File: src/rtl/multicycle_control_if.sv
// rtl/multicycle_control_if.sv - control-unit <-> datapath/memory signal bundle
interface multicycle_control_if #(
  parameter int OPCODE_WIDTH = 6,
  parameter int ALU_OP_WIDTH = 3
);
  logic [OPCODE_WIDTH-1:0] opcode_i;
  logic                    zero_i;
  logic                    mem_ready_i;
  logic                    pc_write_o;
  logic                    ir_write_o;
  logic                    i_or_d_o;
  logic                    mem_read_o;
  logic                    mem_write_o;
  logic                    mem_to_reg_o;
  logic                    reg_dst_o;
  logic                    reg_write_o;
  logic                    alu_src_a_o;
  logic [1:0]              alu_src_b_o;
  logic [1:0]              pc_src_o;
  logic [ALU_OP_WIDTH-1:0] alu_op_o;
  logic                    illegal_op_o;
  logic                    mem_timeout_o;
  logic [2:0]              state_o;

  modport master (
    input  opcode_i, zero_i, mem_ready_i,
    output pc_write_o, ir_write_o, i_or_d_o, mem_read_o, mem_write_o, mem_to_reg_o,
           reg_dst_o, reg_write_o, alu_src_a_o, alu_src_b_o, pc_src_o, alu_op_o,
           illegal_op_o, mem_timeout_o, state_o
  );

  modport slave (
    output opcode_i, zero_i, mem_ready_i,
    input  pc_write_o, ir_write_o, i_or_d_o, mem_read_o, mem_write_o, mem_to_reg_o,
           reg_dst_o, reg_write_o, alu_src_a_o, alu_src_b_o, pc_src_o, alu_op_o,
           illegal_op_o, mem_timeout_o, state_o
  );
endinterface

File: src/rtl/multicycle_control.sv
// rtl/multicycle_control.sv - multi-cycle MIPS control FSM with memory handshake/timeout
// Optional jump support is compiled in with MC_CTRL_JUMP_EN.
module multicycle_control #(
  parameter int OPCODE_WIDTH = 6,
  parameter int ALU_OP_WIDTH = 3,
  parameter int MEM_TIMEOUT  = 0
) (
  input  logic                clk,
  input  logic                reset,
  multicycle_control_if.master bus
);

  typedef enum logic [2:0] {
    S_FETCH  = 3'd0,
    S_DECODE = 3'd1,
    S_EXEC   = 3'd2,
    S_MEM    = 3'd3,
    S_WB     = 3'd4,
    S_BRANCH = 3'd5,
    S_JUMP   = 3'd6
  } state_t;

  localparam logic [OPCODE_WIDTH-1:0] OP_RTYPE = OPCODE_WIDTH'(6'h00);
  localparam logic [OPCODE_WIDTH-1:0] OP_ADDI  = OPCODE_WIDTH'(6'h08);
  localparam logic [OPCODE_WIDTH-1:0] OP_ORI   = OPCODE_WIDTH'(6'h0d);
  localparam logic [OPCODE_WIDTH-1:0] OP_LUI   = OPCODE_WIDTH'(6'h0f);
  localparam logic [OPCODE_WIDTH-1:0] OP_ANDI  = OPCODE_WIDTH'(6'h0c);
  localparam logic [OPCODE_WIDTH-1:0] OP_LW    = OPCODE_WIDTH'(6'h23);
  localparam logic [OPCODE_WIDTH-1:0] OP_SW    = OPCODE_WIDTH'(6'h2b);
  localparam logic [OPCODE_WIDTH-1:0] OP_BEQ   = OPCODE_WIDTH'(6'h04);
  localparam logic [OPCODE_WIDTH-1:0] OP_BNE   = OPCODE_WIDTH'(6'h05);
`ifdef MC_CTRL_JUMP_EN
  localparam logic [OPCODE_WIDTH-1:0] OP_J     = OPCODE_WIDTH'(6'h02);
`endif

  localparam logic [ALU_OP_WIDTH-1:0] ALU_ADD  = ALU_OP_WIDTH'(3'b000);
  localparam logic [ALU_OP_WIDTH-1:0] ALU_ORI  = ALU_OP_WIDTH'(3'b001);
  localparam logic [ALU_OP_WIDTH-1:0] ALU_LUI  = ALU_OP_WIDTH'(3'b010);
  localparam logic [ALU_OP_WIDTH-1:0] ALU_ANDI = ALU_OP_WIDTH'(3'b011);
  localparam logic [ALU_OP_WIDTH-1:0] ALU_LW   = ALU_OP_WIDTH'(3'b100);
  localparam logic [ALU_OP_WIDTH-1:0] ALU_SW   = ALU_OP_WIDTH'(3'b101);
  localparam logic [ALU_OP_WIDTH-1:0] ALU_SUB  = ALU_OP_WIDTH'(3'b110);
  localparam logic [ALU_OP_WIDTH-1:0] ALU_R    = ALU_OP_WIDTH'(3'b111);

  localparam int CNT_W = (MEM_TIMEOUT > 0) ? $clog2(MEM_TIMEOUT + 1) : 1;

  state_t                  state;
  state_t                  next_state;
  logic [OPCODE_WIDTH-1:0] opcode_r;
  logic [CNT_W-1:0]        wait_cnt;

  logic                    mem_phase;
  logic                    timeout_hit;
  logic                    dec_exec;
  logic                    dec_branch;
  logic                    dec_jump;
  logic                    is_rtype;
  logic                    is_lw;
  logic                    is_mem_op;
  logic [ALU_OP_WIDTH-1:0] exec_alu_op;

  logic                    pc_write;
  logic                    ir_write;
  logic                    i_or_d;
  logic                    mem_read;
  logic                    mem_write;
  logic                    mem_to_reg;
  logic                    reg_dst;
  logic                    reg_write;
  logic                    alu_src_a;
  logic [1:0]              alu_src_b;
  logic [1:0]              pc_src;
  logic [ALU_OP_WIDTH-1:0] alu_op;
  logic                    illegal_op;
  logic                    mem_timeout;
  logic [2:0]              state_dbg;

  // Ready in the same cycle as the limit beats the timeout.
  always_comb begin
    mem_phase   = (state == S_FETCH) || (state == S_MEM);
    timeout_hit = 1'b0;
    if (MEM_TIMEOUT > 0) begin
      timeout_hit = mem_phase && !bus.mem_ready_i && (wait_cnt == CNT_W'(MEM_TIMEOUT));
    end
  end

  always_comb begin
    dec_exec   = 1'b0;
    dec_branch = 1'b0;
    dec_jump   = 1'b0;
    case (bus.opcode_i)
      OP_RTYPE, OP_ADDI, OP_ORI, OP_LUI, OP_ANDI, OP_LW, OP_SW: dec_exec = 1'b1;
      OP_BEQ, OP_BNE: dec_branch = 1'b1;
`ifdef MC_CTRL_JUMP_EN
      OP_J: dec_jump = 1'b1;
`endif
      default: ;
    endcase
  end

  always_comb begin
    is_rtype  = (opcode_r == OP_RTYPE);
    is_lw     = (opcode_r == OP_LW);
    is_mem_op = is_lw || (opcode_r == OP_SW);
    case (opcode_r)
      OP_ORI:  exec_alu_op = ALU_ORI;
      OP_LUI:  exec_alu_op = ALU_LUI;
      OP_ANDI: exec_alu_op = ALU_ANDI;
      OP_LW:   exec_alu_op = ALU_LW;
      OP_SW:   exec_alu_op = ALU_SW;
      default: exec_alu_op = ALU_ADD;
    endcase
  end

  // State register plus the per-instruction opcode latch and memory wait counter.
  always_ff @(posedge clk) begin
    if (reset) begin
      state    <= S_FETCH;
      opcode_r <= '0;
      wait_cnt <= '0;
    end else begin
      state <= next_state;
      if (state == S_DECODE && (dec_exec || dec_branch || dec_jump)) begin
        opcode_r <= bus.opcode_i;
      end
      if (state != next_state || timeout_hit) begin
        wait_cnt <= '0;
      end else if (mem_phase && !bus.mem_ready_i) begin
        wait_cnt <= wait_cnt + CNT_W'(1);
      end
    end
  end

  always_comb begin
    next_state = state;
    case (state)
      S_FETCH: begin
        if (bus.mem_ready_i) next_state = S_DECODE;
      end
      S_DECODE: begin
        if (dec_exec)        next_state = S_EXEC;
        else if (dec_branch) next_state = S_BRANCH;
        else if (dec_jump)   next_state = S_JUMP;
        else                 next_state = S_FETCH;
      end
      S_EXEC: begin
        next_state = is_mem_op ? S_MEM : S_WB;
      end
      S_MEM: begin
        if (bus.mem_ready_i) next_state = is_lw ? S_WB : S_FETCH;
        else if (timeout_hit) next_state = S_FETCH;
      end
      S_WB, S_BRANCH, S_JUMP: next_state = S_FETCH;
      default: next_state = S_FETCH;
    endcase
  end

  always_comb begin
    pc_write    = 1'b0;
    ir_write    = 1'b0;
    i_or_d      = 1'b0;
    mem_read    = 1'b0;
    mem_write   = 1'b0;
    mem_to_reg  = 1'b0;
    reg_dst     = 1'b0;
    reg_write   = 1'b0;
    alu_src_a   = 1'b0;
    alu_src_b   = 2'b00;
    pc_src      = 2'b00;
    alu_op      = ALU_ADD;
    illegal_op  = 1'b0;
    mem_timeout = 1'b0;
    state_dbg   = 3'd0;
    if (!reset) begin
      state_dbg   = state;
      mem_timeout = timeout_hit;
      case (state)
        S_FETCH: begin
          mem_read  = !timeout_hit;
          alu_src_b = 2'b01;
          if (bus.mem_ready_i) begin
            ir_write = 1'b1;
            pc_write = 1'b1;
          end
        end
        S_DECODE: begin
          alu_src_b  = 2'b11;
          illegal_op = !(dec_exec || dec_branch || dec_jump);
        end
        S_EXEC: begin
          alu_src_a = 1'b1;
          if (is_rtype) begin
            alu_src_b = 2'b00;
            alu_op    = ALU_R;
          end else begin
            alu_src_b = 2'b10;
            alu_op    = exec_alu_op;
          end
        end
        S_MEM: begin
          i_or_d    = 1'b1;
          mem_read  = is_lw && !timeout_hit;
          mem_write = !is_lw && !timeout_hit;
        end
        S_WB: begin
          reg_write  = 1'b1;
          reg_dst    = is_rtype;
          mem_to_reg = is_lw;
        end
        S_BRANCH: begin
          alu_src_a = 1'b1;
          alu_op    = ALU_SUB;
          pc_src    = 2'b01;
          pc_write  = (opcode_r == OP_BEQ) ? bus.zero_i : !bus.zero_i;
        end
        S_JUMP: begin
          pc_src   = 2'b10;
          pc_write = 1'b1;
        end
        default: ;
      endcase
    end
  end

  assign bus.pc_write_o    = pc_write;
  assign bus.ir_write_o    = ir_write;
  assign bus.i_or_d_o      = i_or_d;
  assign bus.mem_read_o    = mem_read;
  assign bus.mem_write_o   = mem_write;
  assign bus.mem_to_reg_o  = mem_to_reg;
  assign bus.reg_dst_o     = reg_dst;
  assign bus.reg_write_o   = reg_write;
  assign bus.alu_src_a_o   = alu_src_a;
  assign bus.alu_src_b_o   = alu_src_b;
  assign bus.pc_src_o      = pc_src;
  assign bus.alu_op_o      = alu_op;
  assign bus.illegal_op_o  = illegal_op;
  assign bus.mem_timeout_o = mem_timeout;
  assign bus.state_o       = state_dbg;

endmodule

File: src/flat_wrapper.sv
// flat-port wrapper written by rule: the top's interface ports become plain ports
module multicycle_control_flat 
#(
  parameter int OPCODE_WIDTH = 6,
  parameter int ALU_OP_WIDTH = 3,
  parameter int MEM_TIMEOUT  = 0
)
  (clk, reset, bus_opcode_i, bus_zero_i, bus_mem_ready_i, bus_pc_write_o, bus_ir_write_o, bus_i_or_d_o, bus_mem_read_o, bus_mem_write_o, bus_mem_to_reg_o, bus_reg_dst_o, bus_reg_write_o, bus_alu_src_a_o, bus_alu_src_b_o, bus_pc_src_o, bus_alu_op_o, bus_illegal_op_o, bus_mem_timeout_o, bus_state_o);
  multicycle_control_if #(.OPCODE_WIDTH(OPCODE_WIDTH), .ALU_OP_WIDTH(ALU_OP_WIDTH)) bus_i ();
  input  logic clk;
  input  logic reset;
  input wire logic [$bits(bus_i.opcode_i)-1:0] bus_opcode_i;
  input wire logic [$bits(bus_i.zero_i)-1:0] bus_zero_i;
  input wire logic [$bits(bus_i.mem_ready_i)-1:0] bus_mem_ready_i;
  output wire logic [$bits(bus_i.pc_write_o)-1:0] bus_pc_write_o;
  output wire logic [$bits(bus_i.ir_write_o)-1:0] bus_ir_write_o;
  output wire logic [$bits(bus_i.i_or_d_o)-1:0] bus_i_or_d_o;
  output wire logic [$bits(bus_i.mem_read_o)-1:0] bus_mem_read_o;
  output wire logic [$bits(bus_i.mem_write_o)-1:0] bus_mem_write_o;
  output wire logic [$bits(bus_i.mem_to_reg_o)-1:0] bus_mem_to_reg_o;
  output wire logic [$bits(bus_i.reg_dst_o)-1:0] bus_reg_dst_o;
  output wire logic [$bits(bus_i.reg_write_o)-1:0] bus_reg_write_o;
  output wire logic [$bits(bus_i.alu_src_a_o)-1:0] bus_alu_src_a_o;
  output wire logic [$bits(bus_i.alu_src_b_o)-1:0] bus_alu_src_b_o;
  output wire logic [$bits(bus_i.pc_src_o)-1:0] bus_pc_src_o;
  output wire logic [$bits(bus_i.alu_op_o)-1:0] bus_alu_op_o;
  output wire logic [$bits(bus_i.illegal_op_o)-1:0] bus_illegal_op_o;
  output wire logic [$bits(bus_i.mem_timeout_o)-1:0] bus_mem_timeout_o;
  output wire logic [$bits(bus_i.state_o)-1:0] bus_state_o;
  assign bus_i.opcode_i = bus_opcode_i;
  assign bus_i.zero_i = bus_zero_i;
  assign bus_i.mem_ready_i = bus_mem_ready_i;
  assign bus_pc_write_o = bus_i.pc_write_o;
  assign bus_ir_write_o = bus_i.ir_write_o;
  assign bus_i_or_d_o = bus_i.i_or_d_o;
  assign bus_mem_read_o = bus_i.mem_read_o;
  assign bus_mem_write_o = bus_i.mem_write_o;
  assign bus_mem_to_reg_o = bus_i.mem_to_reg_o;
  assign bus_reg_dst_o = bus_i.reg_dst_o;
  assign bus_reg_write_o = bus_i.reg_write_o;
  assign bus_alu_src_a_o = bus_i.alu_src_a_o;
  assign bus_alu_src_b_o = bus_i.alu_src_b_o;
  assign bus_pc_src_o = bus_i.pc_src_o;
  assign bus_alu_op_o = bus_i.alu_op_o;
  assign bus_illegal_op_o = bus_i.illegal_op_o;
  assign bus_mem_timeout_o = bus_i.mem_timeout_o;
  assign bus_state_o = bus_i.state_o;
  multicycle_control #(.OPCODE_WIDTH(OPCODE_WIDTH), .ALU_OP_WIDTH(ALU_OP_WIDTH), .MEM_TIMEOUT(MEM_TIMEOUT)) u_core (.clk(clk), .reset(reset), .bus(bus_i));
endmodule
File: config.mk
export PLATFORM = sky130hd
export DESIGN_NAME = multicycle_control_flat
export DESIGN_NICKNAME = d
export VERILOG_FILES = /design/src/rtl/multicycle_control_if.sv /design/src/rtl/multicycle_control.sv /design/src/flat_wrapper.sv
export SDC_FILE = /design/constraint.sdc
export NUM_CORES = 1
export LEC_CHECK = 0
export CORE_ASPECT_RATIO = 1.25
export CORE_UTILIZATION = 50
export DETAILED_ROUTE_END_ITERATION = 10
export DONT_BUFFER_PORTS = 1
export HOLD_SLACK_MARGIN = 0.06
export SLEW_MARGIN = 20
export SYNTH_ARGS = -nofsm -noshare
export SYNTH_HDL_FRONTEND = slang
export SYNTH_SLANG_ARGS = --single-unit
File: constraint.sdc
create_clock -name clk -period 1.65 [get_ports clk]
set_clock_uncertainty 0.05 [all_clocks]
set_input_delay 0.165 -clock clk [delete_from_list [all_inputs] [get_ports clk]]
set_output_delay 0.165 -clock clk [all_outputs]
set_load 0.02 [all_outputs]
==> impl_metrics.tcl <==
set metrics [dict create \
    fin_tns_setup_ns -0.726 \
    layout.nets 146 \
    finalHoldViolCount 0 \
    max_freq_mhz 546 \
    gr-total-overflow 0 \
    die-area_um2 1820 \
    ys_ff_latch 9 \
    ys_seq_area_share_pct 21.8 \
    layout.cells.non_filler 153 \
    ys_warn_count 0 \
    async_flop_share_pct 0 \
    gp_congestion 0.763 \
    postPlaceCellArea_um2 952 \
    worstPathArrival_ns 1.62 \
    drc_errors 0 \
    end_kind "output pin" \
    final_common_cell "buf_4" \
    setup_viol 7 \
    viasPerCell 5.81 \
    fp.dieW_um 38.4 \
    cts_root_buffer "clkbuf_4" \
    io_pins 31 \
    die_y_um 47.5 \
    grt_max_degree 13 \
    total_power_uw 638 \
    syn-num-nets 123 \
    violations "negative setup slack" \
    grt_setup_unrepaired "yes" \
    ant_nets 0 \
    grt_pass1_vias 721 \
    hold_class "in2reg" \
    crit_chain "or4_4, a21oi_2, a31oi_1, nor4_4, buf_4" \
    required_ns 1.43 \
    cp.buffers_inverters 1 \
    period_needed_ns 1.83 \
    track_usage_pct 24.0 \
    slew_violations 0 \
    placed_cells 142 \
    cts.path.max_buffers 2 \
    synth.top_cell.area_share_pct 21.8 \
    first_pass_iters 4 \
    critical_path_class "reg2out" \
    htree_levels 1 \
    port_buffers 0 \
    clk_pin_slew_ns 0.06 \
    leakage_uw 0.000438 \
    mappedNetlistArea_um2 828 \
    cp_slowest_cell "or4_4" \
    drive_gt1_share_pct 34.8 \
    path_delay_family "simple AND/OR/NAND/NOR gates" \
    via_count 889 \
    cts_tree "built" \
    cts_setup_buffers 0 \
    ir_drop_uv 379 \
    period_share_pct 111 \
    hpwl_um 1470 \
    startpoint_type "flop" \
    cts_sinks 9 \
    drt-total-wl_um 2070 \
    cts_buffers 3 \
    run_status "finished, violations left" \
    cap_violations 0 \
    syn_inst 113 \
    synth.avg_cell_area_um2 7.33 \
    power_density_nw_per_um2 566 \
    critPathMaxFanout 2 \
    cpPeakStageDelay_ns 0.51 \
    final_area_um2 1130 \
    areaGrowthSynthToFinish_pct 36.1 \
    grt_first_pass_wirelength_um 3030 \
    drtIter0Drc 4 \
    antenna_cells 0 \
    coreArea_um2 1560 \
    synth_top_flop_cell "dfxtp_1" \
    insertion_delay_ns 0.26 \
    avgRoutedWirePerCell_um 13.5 \
    yosysTopAreaCell "dfxtp_1" \
    synth_area_leaders "dfxtp_1 (22%), nand2b_1 (11%), nor2_1 (5.9%)" \
    rows 16 \
    antenna_found_initial 0 \
    initial_utilization_pct 53.0 \
    fin_util_pct 72.2 \
    layout_common_cells "buf_4 (15), nand2b_1 (14), nor2_1 (9), dlygate4sd3_1 (7)" \
    synth.distinct_cells 43 \
    synth-edff-count 0 \
    final.setup.worst_slack_ns -0.183 \
]
## what timing repair did
item                       4_1_cts  5_1_grt
pin swaps                        8        2
setup endpoints to repair       10       12
hold endpoints to repair         7        1
hold buffers                     6        1
resized for setup               10       15
## per-layer routing
metal  track usage [%]  part of all wire, %  vias up
met4              12.4                  1.0        0
met1              27.3                   44      406
li1                  -                    -      453
met5                 0                    0        -
met3              2.79                  3.8        2
met2              43.7                   52       28
## cell usage after synthesis (2+ instances only)
library cell  count
or2_2             2
a21oi_1           3
clkbuf_1          3
dfxtp_1           9
nand2_1           7
o21a_1            2
nor4_1            2
mux2i_1           4
nand4_1           2
nor2b_1           6
nand2b_1         14
nor3_1            6
a31oi_1           4
inv_1             2
nor2_1           13
o211ai_1          2
o21ai_0           4
and3_1            3
## cell type report
type / instances / area (um2)
clock buffers: 4 / 26.3
fillers: 127 / 434
inverters: 2 / 7.51
multi-input cells: 96 / 682
flip-flops and latches: 9 / 184
well taps: 18 / 22.5
repair buffers: 24 / 205
## kinds of logic after synthesis
group           share of synthesized area, %
compound gates                          19.6
xor+xnor                                2.12
buf+inv                                 5.14
flops                                   21.8
mux                                     4.83
other cells                            0.453
simple gates                            46.1
## power by group
part           total [uW]  switching [uW]  internal [uW]
Combinational         229             128            102
Sequential            241            14.1            227
Clock                 167            74.0           93.0
Total                 638             216            422
## tightest hold or removal path: stages
cell and delay [ns]:
nor2_1 0.02, o21ai_0 0.07, a311oi_1 0.08
## flip-flops by register name, summed over array words and instances, names as in the netlist
register / count
u_core.opcode_r: 6
u_core.state: 3
## stage by stage
step,hold slack (ns),worst slack [ns]
floorplan,0.270,-0.0972
global placement,0.195,0.0173
detailed placement,0.196,0.00781
CTS,0.0629,-0.187
global route,0.0734,-0.283
finish,0.0695,-0.183
## final timing paths
check	from	endpoint	slack, ns	cells past startpoint
hold reg to reg	u_core.opcode_r[2]	u_core.opcode_r[2]	0.50	2
setup reg to reg	u_core.state[0]	u_core.opcode_r[1]	0.16	4
hold / removal	bus_opcode_i[4]	u_core.state[1]	0.07	3
setup / recovery	u_core.opcode_r[0]	bus_alu_op_o[0]	-0.18	5
Power figures use the tool's default switching activity.
